**src/rtl/rr_sel_arbiter_pkg.sv**
```systemverilog
// Shared definitions for the round-robin select arbiter feeding the 3-to-8 decoder.
package rr_sel_arbiter_pkg;

  localparam int NREQ             = 8;
  localparam int SELW             = 3;
  localparam int HOLD_MAX_DEFAULT = 15;

  typedef enum logic [1:0] {
    IDLE  = 2'b00,
    GRANT = 2'b01,
    GAP   = 2'b10
  } state_t;

endpackage

```
**src/rtl/rr_sel_arbiter_pick.sv**
```systemverilog
// Combinational priority rotator: first requester at or after ptr, wrapping 7->0.
module rr_pick
  import rr_sel_arbiter_pkg::*;
(
  input  logic [NREQ-1:0] req_i,
  input  logic [SELW-1:0] ptr_i,
  output logic [SELW-1:0] winner_o,
  output logic            any_req_o
);

  logic            found_s;
  logic [SELW-1:0] idx_s;

  // Scan requesters starting at ptr; modulo-8 wrap comes from the 3-bit index.
  always_comb begin
    winner_o = {SELW{1'b0}};
    found_s  = 1'b0;
    idx_s    = {SELW{1'b0}};
    for (int k = 0; k < NREQ; k++) begin
      idx_s = ptr_i + SELW'(k);
      if (!found_s && req_i[idx_s]) begin
        winner_o = idx_s;
        found_s  = 1'b1;
      end else begin
        winner_o = winner_o;
      end
    end
  end

  assign any_req_o = |req_i;

endmodule

```
**src/rtl/rr_sel_arbiter.sv**
```systemverilog
// Round-robin arbiter with hold limit and a one-cycle enable-low gap between grants.
module rr_sel_arbiter
  import rr_sel_arbiter_pkg::*;
#(
  parameter int HOLD_MAX = HOLD_MAX_DEFAULT
) (
  input  logic            clk,
  input  logic            rst_n,
  input  logic [NREQ-1:0] req_i,
  input  logic            release_i,
  output logic [SELW-1:0] sel_o,
  output logic            en_o,
  output logic            busy_o,
  output logic            timeout_o
);

  localparam int             HW       = $clog2(HOLD_MAX + 1);
  localparam logic [HW-1:0]  HOLD_LIM = HW'(HOLD_MAX);

  state_t          state_q, state_d;
  logic [SELW-1:0] sel_q, sel_d;
  logic [SELW-1:0] ptr_q, ptr_d;
  logic [HW-1:0]   hold_q, hold_d;
  logic            en_q, en_d;
  logic            busy_q, busy_d;
  logic            timeout_q, timeout_d;
  logic [SELW-1:0] winner_s;
  logic            any_req_s;

  rr_pick u_pick (
    .req_i     (req_i),
    .ptr_i     (ptr_q),
    .winner_o  (winner_s),
    .any_req_o (any_req_s)
  );

  // Next-state and registered-output decode; enable/busy follow the next state.
  always_comb begin
    state_d   = state_q;
    sel_d     = sel_q;
    ptr_d     = ptr_q;
    hold_d    = hold_q;
    timeout_d = 1'b0;
    case (state_q)
      IDLE, GAP: begin
        if (any_req_s) begin
          state_d = GRANT;
          sel_d   = winner_s;
          hold_d  = HW'(1);
        end else begin
          state_d = IDLE;
        end
      end
      GRANT: begin
        // Release or withdrawal takes priority over the hold limit.
        if (release_i || !req_i[sel_q]) begin
          state_d = GAP;
          ptr_d   = sel_q + SELW'(1);
        end else if (hold_q == HOLD_LIM) begin
          state_d   = GAP;
          ptr_d     = sel_q + SELW'(1);
          timeout_d = 1'b1;
        end else begin
          hold_d = hold_q + HW'(1);
        end
      end
      default: begin
        state_d = IDLE;
      end
    endcase
    en_d   = (state_d == GRANT);
    busy_d = (state_d != IDLE);
  end

  // State, pointer, hold counter and output registers; reset drops en at once.
  always_ff @(posedge clk or negedge rst_n) begin
    if (!rst_n) begin
      state_q   <= IDLE;
      sel_q     <= {SELW{1'b0}};
      ptr_q     <= {SELW{1'b0}};
      hold_q    <= {HW{1'b0}};
      en_q      <= 1'b0;
      busy_q    <= 1'b0;
      timeout_q <= 1'b0;
    end else begin
      state_q   <= state_d;
      sel_q     <= sel_d;
      ptr_q     <= ptr_d;
      hold_q    <= hold_d;
      en_q      <= en_d;
      busy_q    <= busy_d;
      timeout_q <= timeout_d;
    end
  end

  assign sel_o     = sel_q;
  assign en_o      = en_q;
  assign busy_o    = busy_q;
  assign timeout_o = timeout_q;

endmodule

```
**config.mk**
```make
export PLATFORM = sky130hd
export DESIGN_NAME = rr_sel_arbiter
export DESIGN_NICKNAME = d
export VERILOG_FILES = /design/src/rtl/rr_sel_arbiter_pkg.sv /design/src/rtl/rr_sel_arbiter_pick.sv /design/src/rtl/rr_sel_arbiter.sv
export SDC_FILE = /design/constraint.sdc
export NUM_CORES = 1
export LEC_CHECK = 0
export ABC_CLOCK_PERIOD_IN_PS = 3800
export BUFFER_PORTS_ARGS = -buffer_cell sky130_fd_sc_hd__buf_2
export CORE_MARGIN = 1
export CORE_UTILIZATION = 40
export DETAILED_ROUTE_END_ITERATION = 8
export PLACE_DENSITY_LB_ADDON = 0.08
export RECOVER_POWER = 100
export SLEW_MARGIN = 25
export SYNTH_ARGS = -nofsm -noshare
export SYNTH_HDL_FRONTEND = slang
export SYNTH_SLANG_ARGS = --single-unit
```
**constraint.sdc**
```tcl
create_clock -name clk -period 3.8 [get_ports clk]
set_clock_uncertainty 0.05 [all_clocks]
set_input_delay 0.57 -clock clk [delete_from_list [all_inputs] [get_ports clk]]
set_output_delay 0.57 -clock clk [all_outputs]
set_load 0.02 [all_outputs]
```
==> impl_metrics.xml, run 1 <==
<?xml version="1.0" encoding="UTF-8"?>
<metrics>
  <group name="outcome">
    <metric name="run_status" unit="">completed</metric>
  </group>
  <group name="power">
    <metric name="pwr_density_cell" unit="mW/mm²">1050</metric>
    <metric name="vdd.ir_drop.worst" unit="µV">370.6</metric>
    <metric name="static-leakage-power" unit="nW">0.6958</metric>
  </group>
  <group name="logic_synthesis">
    <metric name="post_synth_num_cell_types" unit="">46</metric>
    <metric name="synthesis.nets" unit="">177</metric>
    <metric name="synth_area_leaders" unit="">dfrtp_1, mux4_2, mux2i_1, nand2_1, o21ai_0</metric>
    <metric name="synth_seq_area_share" unit="%">23.51</metric>
    <metric name="share_of_synthesized_flip_flops_with_an_asynchronous_set_or_reset" unit="%">100.0</metric>
    <metric name="yosysTopAreaCell" unit="">dfrtp_1</metric>
    <metric name="synthesis.area" unit="mm²">0.001597</metric>
    <metric name="netlist_instances" unit="">162</metric>
    <metric name="syn_area_per_cell" unit="µm²">9.855</metric>
    <metric name="synth-edff-count" unit="">0</metric>
    <metric name="yosys_warnings" unit="">0</metric>
    <metric name="synth_ff_type" unit="">dfrtp_1</metric>
    <metric name="ys_top_cells_by_count" unit="">nand2_1, dfrtp_1, mux4_2</metric>
    <metric name="synth.most_common_cell" unit="">nand2_1</metric>
    <metric name="synth-seq-cells" unit="">15</metric>
    <metric name="portion_of_synthesized_cell_area_occupied_by_the_leading_cell_type" unit="%">23.51</metric>
  </group>
  <group name="routing">
    <metric name="avgRoutedWirePerCell" unit="µm">17.42</metric>
    <metric name="totalWireLength" unit="mm">3.903</metric>
    <metric name="dr.pass1.iters" unit="">4</metric>
    <metric name="antenna_left" unit="">0</metric>
    <metric name="drc" unit="">0</metric>
    <metric name="routed-via-count" unit="">1386</metric>
    <metric name="drt-vias-per-instance" unit="">6.188</metric>
    <metric name="drt_iter0_markers" unit="">90</metric>
  </group>
  <group name="final_layout">
    <metric name="antenna_cells" unit="">0</metric>
    <metric name="total_area_of_multi_input_combinational_cells" unit="mm²">0.001155</metric>
    <metric name="nFillCells" unit="">386</metric>
    <metric name="area.sequential" unit="µm²">375.4</metric>
    <metric name="final_nets" unit="">192</metric>
    <metric name="ratio_of_cells_with_drive_above_1_in_the_final_layout" unit="%">19.32</metric>
    <metric name="area_growth" unit="%">8.464</metric>
    <metric name="finalNonFillerCells" unit="">224</metric>
  </group>
  <group name="clocking">
    <metric name="cts_made_buffers" unit="">3</metric>
    <metric name="cts-htree-levels" unit="">1</metric>
    <metric name="post_cts_buffers" unit="">0</metric>
    <metric name="cts_root_cell" unit="">clkbuf_8</metric>
    <metric name="post_cts.resized_instances" unit="">0</metric>
    <metric name="clockBufferDepth" unit="">2</metric>
    <metric name="cts_tree" unit="">yes</metric>
    <metric name="clk_pin_slew" unit="ns">0.06</metric>
    <metric name="cts.sink_count" unit="">15</metric>
    <metric name="clkLatencyLatePin" unit="ns">0.24</metric>
    <metric name="ctsHoldBuffers" unit="">0</metric>
  </group>
  <group name="global_route">
    <metric name="grt_pass1_wl" unit="mm">6.555</metric>
    <metric name="grt_remaining_overflow" unit="">0</metric>
    <metric name="first_global_vias" unit="">1270</metric>
    <metric name="initial_antenna_violation_count" unit="">0</metric>
    <metric name="maximum_number_of_pins_on_one_net_before_global_route_repair" unit="">17</metric>
    <metric name="grt_usage" unit="%">20.34</metric>
  </group>
  <group name="flow_run">
    <metric name="cap_violations" unit="">0</metric>
  </group>
  <group name="critical_path">
    <metric name="cp-start-kind" unit="">flop</metric>
    <metric name="critical_path_required" unit="ns">3.90</metric>
    <metric name="signal_arrival_time_at_the_worst_endpoint" unit="ns">3.31</metric>
    <metric name="worstSetupEndpointType" unit="">flop</metric>
    <metric name="timing.critical_path.fanout_max" unit="">16</metric>
    <metric name="timing.setup.critical_path_class" unit="">flop to flop</metric>
    <metric name="r2r.worst_path.cells" unit="">9</metric>
  </group>
  <group name="sta">
    <metric name="max_freq" unit="MHz">312.3</metric>
    <metric name="max_slew.worst_pin.slew" unit="ns">0.7958</metric>
    <metric name="setup_tns" unit="ns">0</metric>
    <metric name="timing.final.crit_share" unit="%">84.27</metric>
    <metric name="finalHoldViolCount" unit="">0</metric>
    <metric name="setup_viol_count_final" unit="">0</metric>
    <metric name="rsz_0062_raised_after_global_routing" unit="">false</metric>
    <metric name="final.hold.worst_slack" unit="ns">0.3353</metric>
    <metric name="postLayoutSetupSlackWorst" unit="ns">0.5979</metric>
    <metric name="post-route-min-period" unit="ns">3.202</metric>
    <metric name="slew_viol_final" unit="">0</metric>
    <metric name="slew_headroom" unit="%">46.95</metric>
  </group>
  <group name="floorplanning">
    <metric name="initial_core_util" unit="%">42.65</metric>
    <metric name="floorplan.die.height" unit="µm">65.18</metric>
    <metric name="fp.coreArea" unit="mm²">0.003744</metric>
    <metric name="num_rows" unit="">22</metric>
    <metric name="io-pin-count" unit="">17</metric>
    <metric name="fp.dieArea" unit="mm²">0.004248</metric>
    <metric name="die_x" unit="µm">65.18</metric>
  </group>
  <group name="hold_path">
    <metric name="holdCritPathClass" unit="">input pin to asynchronous set/reset pin</metric>
  </group>
  <group name="place">
    <metric name="gpl.final_weighted_congestion" unit="">1.025</metric>
    <metric name="preCtsSetupSlack" unit="ns">0.6595</metric>
    <metric name="dp.final_hpwl" unit="mm">3.027</metric>
    <metric name="port_buffers" unit="">16</metric>
    <metric name="number_of_instances_in_the_placed_design" unit="">220</metric>
  </group>
</metrics>
where the power goes:
part	switching, W	internal [W]	total, W
registers	0.000113	0.000226	0.000338
clock network	0.0000518	0.0000741	0.000126
logic	0.000753	0.000600	0.00135
total	0.000918	0.000900	0.00182
layout by cell type, fill, tap and decap left out, types with 3 or more instances in the layout:
cell	instances
clkbuf_8	3
nor4_1	3
a21o_1	4
clkbuf_1	9
o21ai_0	11
nand2b_1	6
mux4_2	14
nor2_1	10
inv_1	5
ha_1	4
dfrtp_1	15
a21oi_1	8
mux2i_1	12
nand2_1	20
buf_2	8
registers in the layout (all words and copies together), names as in the netlist:
| register | flops |
|---|---|
| busy_o | 1 |
| hold_q | 4 |
| ptr_q | 3 |
| timeout_o | 1 |
| sel_o | 3 |
| state_q | 2 |
| en_o | 1 |
worst max-delay path: stages (launching register included):
cell	delay [ns]
dfrtp_1	0.62
inv_1	0.18
ha_1	0.66
inv_1	0.23
mux4_2	0.50
nand2_1	0.10
o21ba_1	0.19
and4_1	0.23
and2_0	0.17
o31ai_2	0.18
kinds of logic (layout without fill, tap and decap cells):
| group | Yosys count | after routing | synth area share (%) |
|---|---|---|---|
| buffers and inverters | 12 | 26 | 3.605 |
| DFF | 15 | 15 | 23.51 |
| muxes | 30 | 30 | 30.09 |
| AOI/OAI and AO/OA | 46 | 46 | 20.85 |
| and+or+nand+nor | 49 | 49 | 14.58 |
| xor gates and xnor gates | 6 | 6 | 4.233 |
| adders and majority gates | 4 | 4 | 3.135 |
metal layers:
metal | part of all wire, % | track usage [%] | up-vias | wire (µm)
met1 | 50 | 33.48 | 685 | 1960
met2 | 43 | 27.06 | 50 | 1683
met3 | 6.2 | 4.340 | 2 | 242
li1 | - | - | 649 | -
met4 | 0.44 | 2.989 | 0 | 17
met5 | 0 | 0 | - | 0
final timing paths:
check	from	to	slack, ns
worst max-delay path	ptr_q[1]	sel_o[1]	0.60
worst min-delay path	rst_n	hold_q[1]	0.34
worst max register to register	ptr_q[1]	sel_o[1]	0.60
worst min register to register	hold_q[3]	hold_q[3]	0.50
max in group asynchronous	rst_n	ptr_q[0]	2.87
min in group clk	release_i	timeout_o	0.47
layout make-up:
cell class	instances	share of cell area, %
Multi-Input combinational cell	135	66.69
Timing Repair Buffer	17	4.480
Clock buffer	4	2.601
Inverter	5	1.084
Tap cell	48	3.468
Sequential cell	15	21.68
per-stage QoR:
| stage | cell area [µm²] | power, W | util [%] |
|---|---|---|---|
| global route | 1732 | 0.001984 | 46.26 |
| floorplan | 1597 | 0.001434 | - |
| finish | 1732 | 0.001818 | 46.26 |
| global placement | 1705 | 0.001714 | 45.55 |
| detailed placement | 1705 | 0.001699 | 45.55 |
| CTS | 1750 | 0.001835 | 46.76 |
No activity file was read; power rests on OpenSTA's default activity.
==> inputs of run 2 (changes only) <==
ABC_CLOCK_PERIOD_IN_PS = 2600   (was 3800)
clock period = 2.6 ns   (was 3.8 ns; I/O delays follow)
==> impl_metrics.xml, run 2 (synthesized netlist as in run 1, its figures left out) <==
<?xml version="1.0" encoding="UTF-8"?>
<metrics>
  <group name="routing">
    <metric name="drt-vias-per-instance" unit="">5.930</metric>
    <metric name="avgRoutedWirePerCell" unit="µm">17.67</metric>
    <metric name="dr.pass1.iters" unit="">4</metric>
    <metric name="drt_iter0_markers" unit="">83</metric>
    <metric name="antenna_left" unit="">0</metric>
    <metric name="totalWireLength" unit="mm">4.311</metric>
    <metric name="routed-via-count" unit="">1447</metric>
    <metric name="drc" unit="">0</metric>
  </group>
  <group name="floorplanning">
    <metric name="fp.dieArea" unit="mm²">0.004248</metric>
    <metric name="floorplan.die.height" unit="µm">65.18</metric>
    <metric name="die_x" unit="µm">65.18</metric>
    <metric name="initial_core_util" unit="%">42.65</metric>
    <metric name="io-pin-count" unit="">17</metric>
    <metric name="num_rows" unit="">22</metric>
    <metric name="fp.coreArea" unit="mm²">0.003744</metric>
  </group>
  <group name="power">
    <metric name="static-leakage-power" unit="nW">0.7824</metric>
    <metric name="pwr_density_cell" unit="mW/mm²">1620</metric>
    <metric name="report.power.total" unit="W">0.003069</metric>
    <metric name="vdd.ir_drop.worst" unit="µV">592.1</metric>
  </group>
  <group name="final_layout">
    <metric name="ratio_of_cells_with_drive_above_1_in_the_final_layout" unit="%">29.59</metric>
    <metric name="register_with_the_most_flip_flops" unit="">hold_q</metric>
    <metric name="layout.cells.most_common" unit="">nand2_1</metric>
    <metric name="antenna_cells" unit="">0</metric>
    <metric name="final_nets" unit="">212</metric>
    <metric name="layout_common_cells" unit="">nand2_1, buf_4, mux4_2, dfrtp_1, mux2i_1</metric>
    <metric name="area_growth" unit="%">18.65</metric>
    <metric name="largest_register_ff_count" unit="">4</metric>
    <metric name="finalCoreUtilization" unit="%">50.60</metric>
    <metric name="finalNonFillerCells" unit="">244</metric>
  </group>
  <group name="sta">
    <metric name="timing.final.crit_share" unit="%">96.10</metric>
    <metric name="rsz_0062_raised_after_global_routing" unit="">false</metric>
    <metric name="setup_tns" unit="ns">0</metric>
    <metric name="finalHoldViolCount" unit="">0</metric>
    <metric name="postLayoutSetupSlackWorst" unit="ns">0.1014</metric>
    <metric name="max_freq" unit="MHz">400.2</metric>
    <metric name="slew_headroom" unit="%">46.67</metric>
    <metric name="post-route-min-period" unit="ns">2.499</metric>
    <metric name="slew_viol_final" unit="">0</metric>
    <metric name="max_slew.worst_pin.slew" unit="ns">0.8000</metric>
    <metric name="setup_viol_count_final" unit="">0</metric>
  </group>
  <group name="global_route">
    <metric name="initial_antenna_violation_count" unit="">0</metric>
    <metric name="maximum_number_of_pins_on_one_net_before_global_route_repair" unit="">19</metric>
    <metric name="grt_remaining_overflow" unit="">0</metric>
    <metric name="first_global_vias" unit="">1405</metric>
    <metric name="grt_usage" unit="%">22.49</metric>
    <metric name="grt_pass1_wl" unit="mm">7.086</metric>
  </group>
  <group name="clocking">
    <metric name="cts_made_buffers" unit="">3</metric>
    <metric name="cts.sink_count" unit="">15</metric>
    <metric name="clk_pin_slew" unit="ns">0.06</metric>
    <metric name="cts_tree" unit="">yes</metric>
    <metric name="clkLatencyLatePin" unit="ns">0.25</metric>
    <metric name="cts-htree-levels" unit="">1</metric>
    <metric name="cts_root_cell" unit="">clkbuf_8</metric>
    <metric name="clockBufferDepth" unit="">2</metric>
  </group>
  <group name="critical_path">
    <metric name="r2r_end" unit="">sel_o[2]</metric>
    <metric name="r2r.worst_path.cells" unit="">7</metric>
    <metric name="signal_arrival_time_at_the_worst_endpoint" unit="ns">2.59</metric>
    <metric name="max_stage_delay" unit="ns">0.59</metric>
    <metric name="critical_path_required" unit="ns">2.69</metric>
    <metric name="critPathSlowestCell" unit="">mux4_2</metric>
    <metric name="r2r_slack" unit="ns">0.10</metric>
    <metric name="timing.critical_path.fanout_max" unit="">18</metric>
    <metric name="reg2reg_from" unit="">ptr_q[0]</metric>
    <metric name="timing.setup.critical_path_class" unit="">flop to flop</metric>
    <metric name="cp-start-kind" unit="">flop</metric>
    <metric name="timing.critical_path.from" unit="">ptr_q[0]</metric>
    <metric name="crit_path_cell_chain" unit="">buf_6 &gt; mux4_2 &gt; a2111oi_4 &gt; o21ba_2 &gt; and4_1 &gt; a31oi_1 &gt; o31a_1</metric>
    <metric name="worstSetupEndpointType" unit="">flop</metric>
  </group>
  <group name="place">
    <metric name="port_buffers" unit="">16</metric>
    <metric name="gpl.final_weighted_congestion" unit="">0.9750</metric>
    <metric name="dp.final_hpwl" unit="mm">3.446</metric>
    <metric name="preCtsSetupSlack" unit="ns">0.07625</metric>
    <metric name="number_of_instances_in_the_placed_design" unit="">238</metric>
  </group>
  <group name="outcome">
    <metric name="run_status" unit="">completed</metric>
  </group>
  <group name="hold_path">
    <metric name="min_delay_worst_endpoint" unit="">timeout_o</metric>
    <metric name="hold_path_depth" unit="">2</metric>
    <metric name="holdCritPathClass" unit="">input pin to flop</metric>
    <metric name="worst_hold_startpoint" unit="">release_i</metric>
  </group>
  <group name="flow_run">
    <metric name="cap_violations" unit="">0</metric>
  </group>
</metrics>
[run 2: routing by layer]
metal	up-vias	track usage, %	share of wire, %
li1	692	-	-
met5	-	0	0
met4	0	4.891	0.56
met2	44	34.15	45
met1	707	32.56	48
met3	4	5.035	5.7
[run 2: worst max-delay path: cells and delay by family, from the launching register on]
| family | cells | cell delay [ns] |
|---|---|---|
| AOI/OAI and AO/OA | 4 | 0.87 |
| muxes | 1 | 0.59 |
| DFF | 1 | 0.39 |
| and+or+nand+nor | 1 | 0.24 |
| buffers and inverters | 1 | 0.22 |
[run 2: stage by stage]
stage                     area, µm²  hold slack [ns]
final                          1894           0.2818
after floorplan                1602          0.04441
after global placement         1853           0.2562
after CTS                      1908           0.2683
after detailed placement       1853           0.2590
after global routing           1894           0.2908
[run 2: final cells by class]
class                      count  area [µm²]
timing repair buffer          37       231.5
tap                           48       60.06
inverter                       5       18.77
sequential                    15       376.6
fill                         391        1849
clock buffer                   4       45.04
multi-input combinational    135        1162
[run 2: what timing repair did]
action / in CTS / in global routing
endpoints found under the hold margin: 15 / 0
setup endpoints to repair: 0 / 2
hold buffers: 1 / 0
buffers inserted: 0 / 1
gates resized for setup: 0 / 3
[run 2: where the power goes]
part / switching (W) / internal, W / total (W)
clock: 0.0000832 / 0.000109 / 0.000192
sequential: 0.000114 / 0.000332 / 0.000447
combinational: 0.00129 / 0.00114 / 0.00243
total: 0.00148 / 0.00158 / 0.00307
[run 2: worst max-delay path by stage]
stage | end | slack, ns | cells after the start
2_1_floorplan | sel_o[1] | 0.003 | 11
3_3_place_gp | sel_o[1] | 0.12 | 9
3_5_place_dp | sel_o[1] | 0.08 | 9
4_1_cts | sel_o[1] | 0.05 | 9
5_1_grt | sel_o[1] | 0.007 | 9
6_report | sel_o[2] | 0.10 | 7
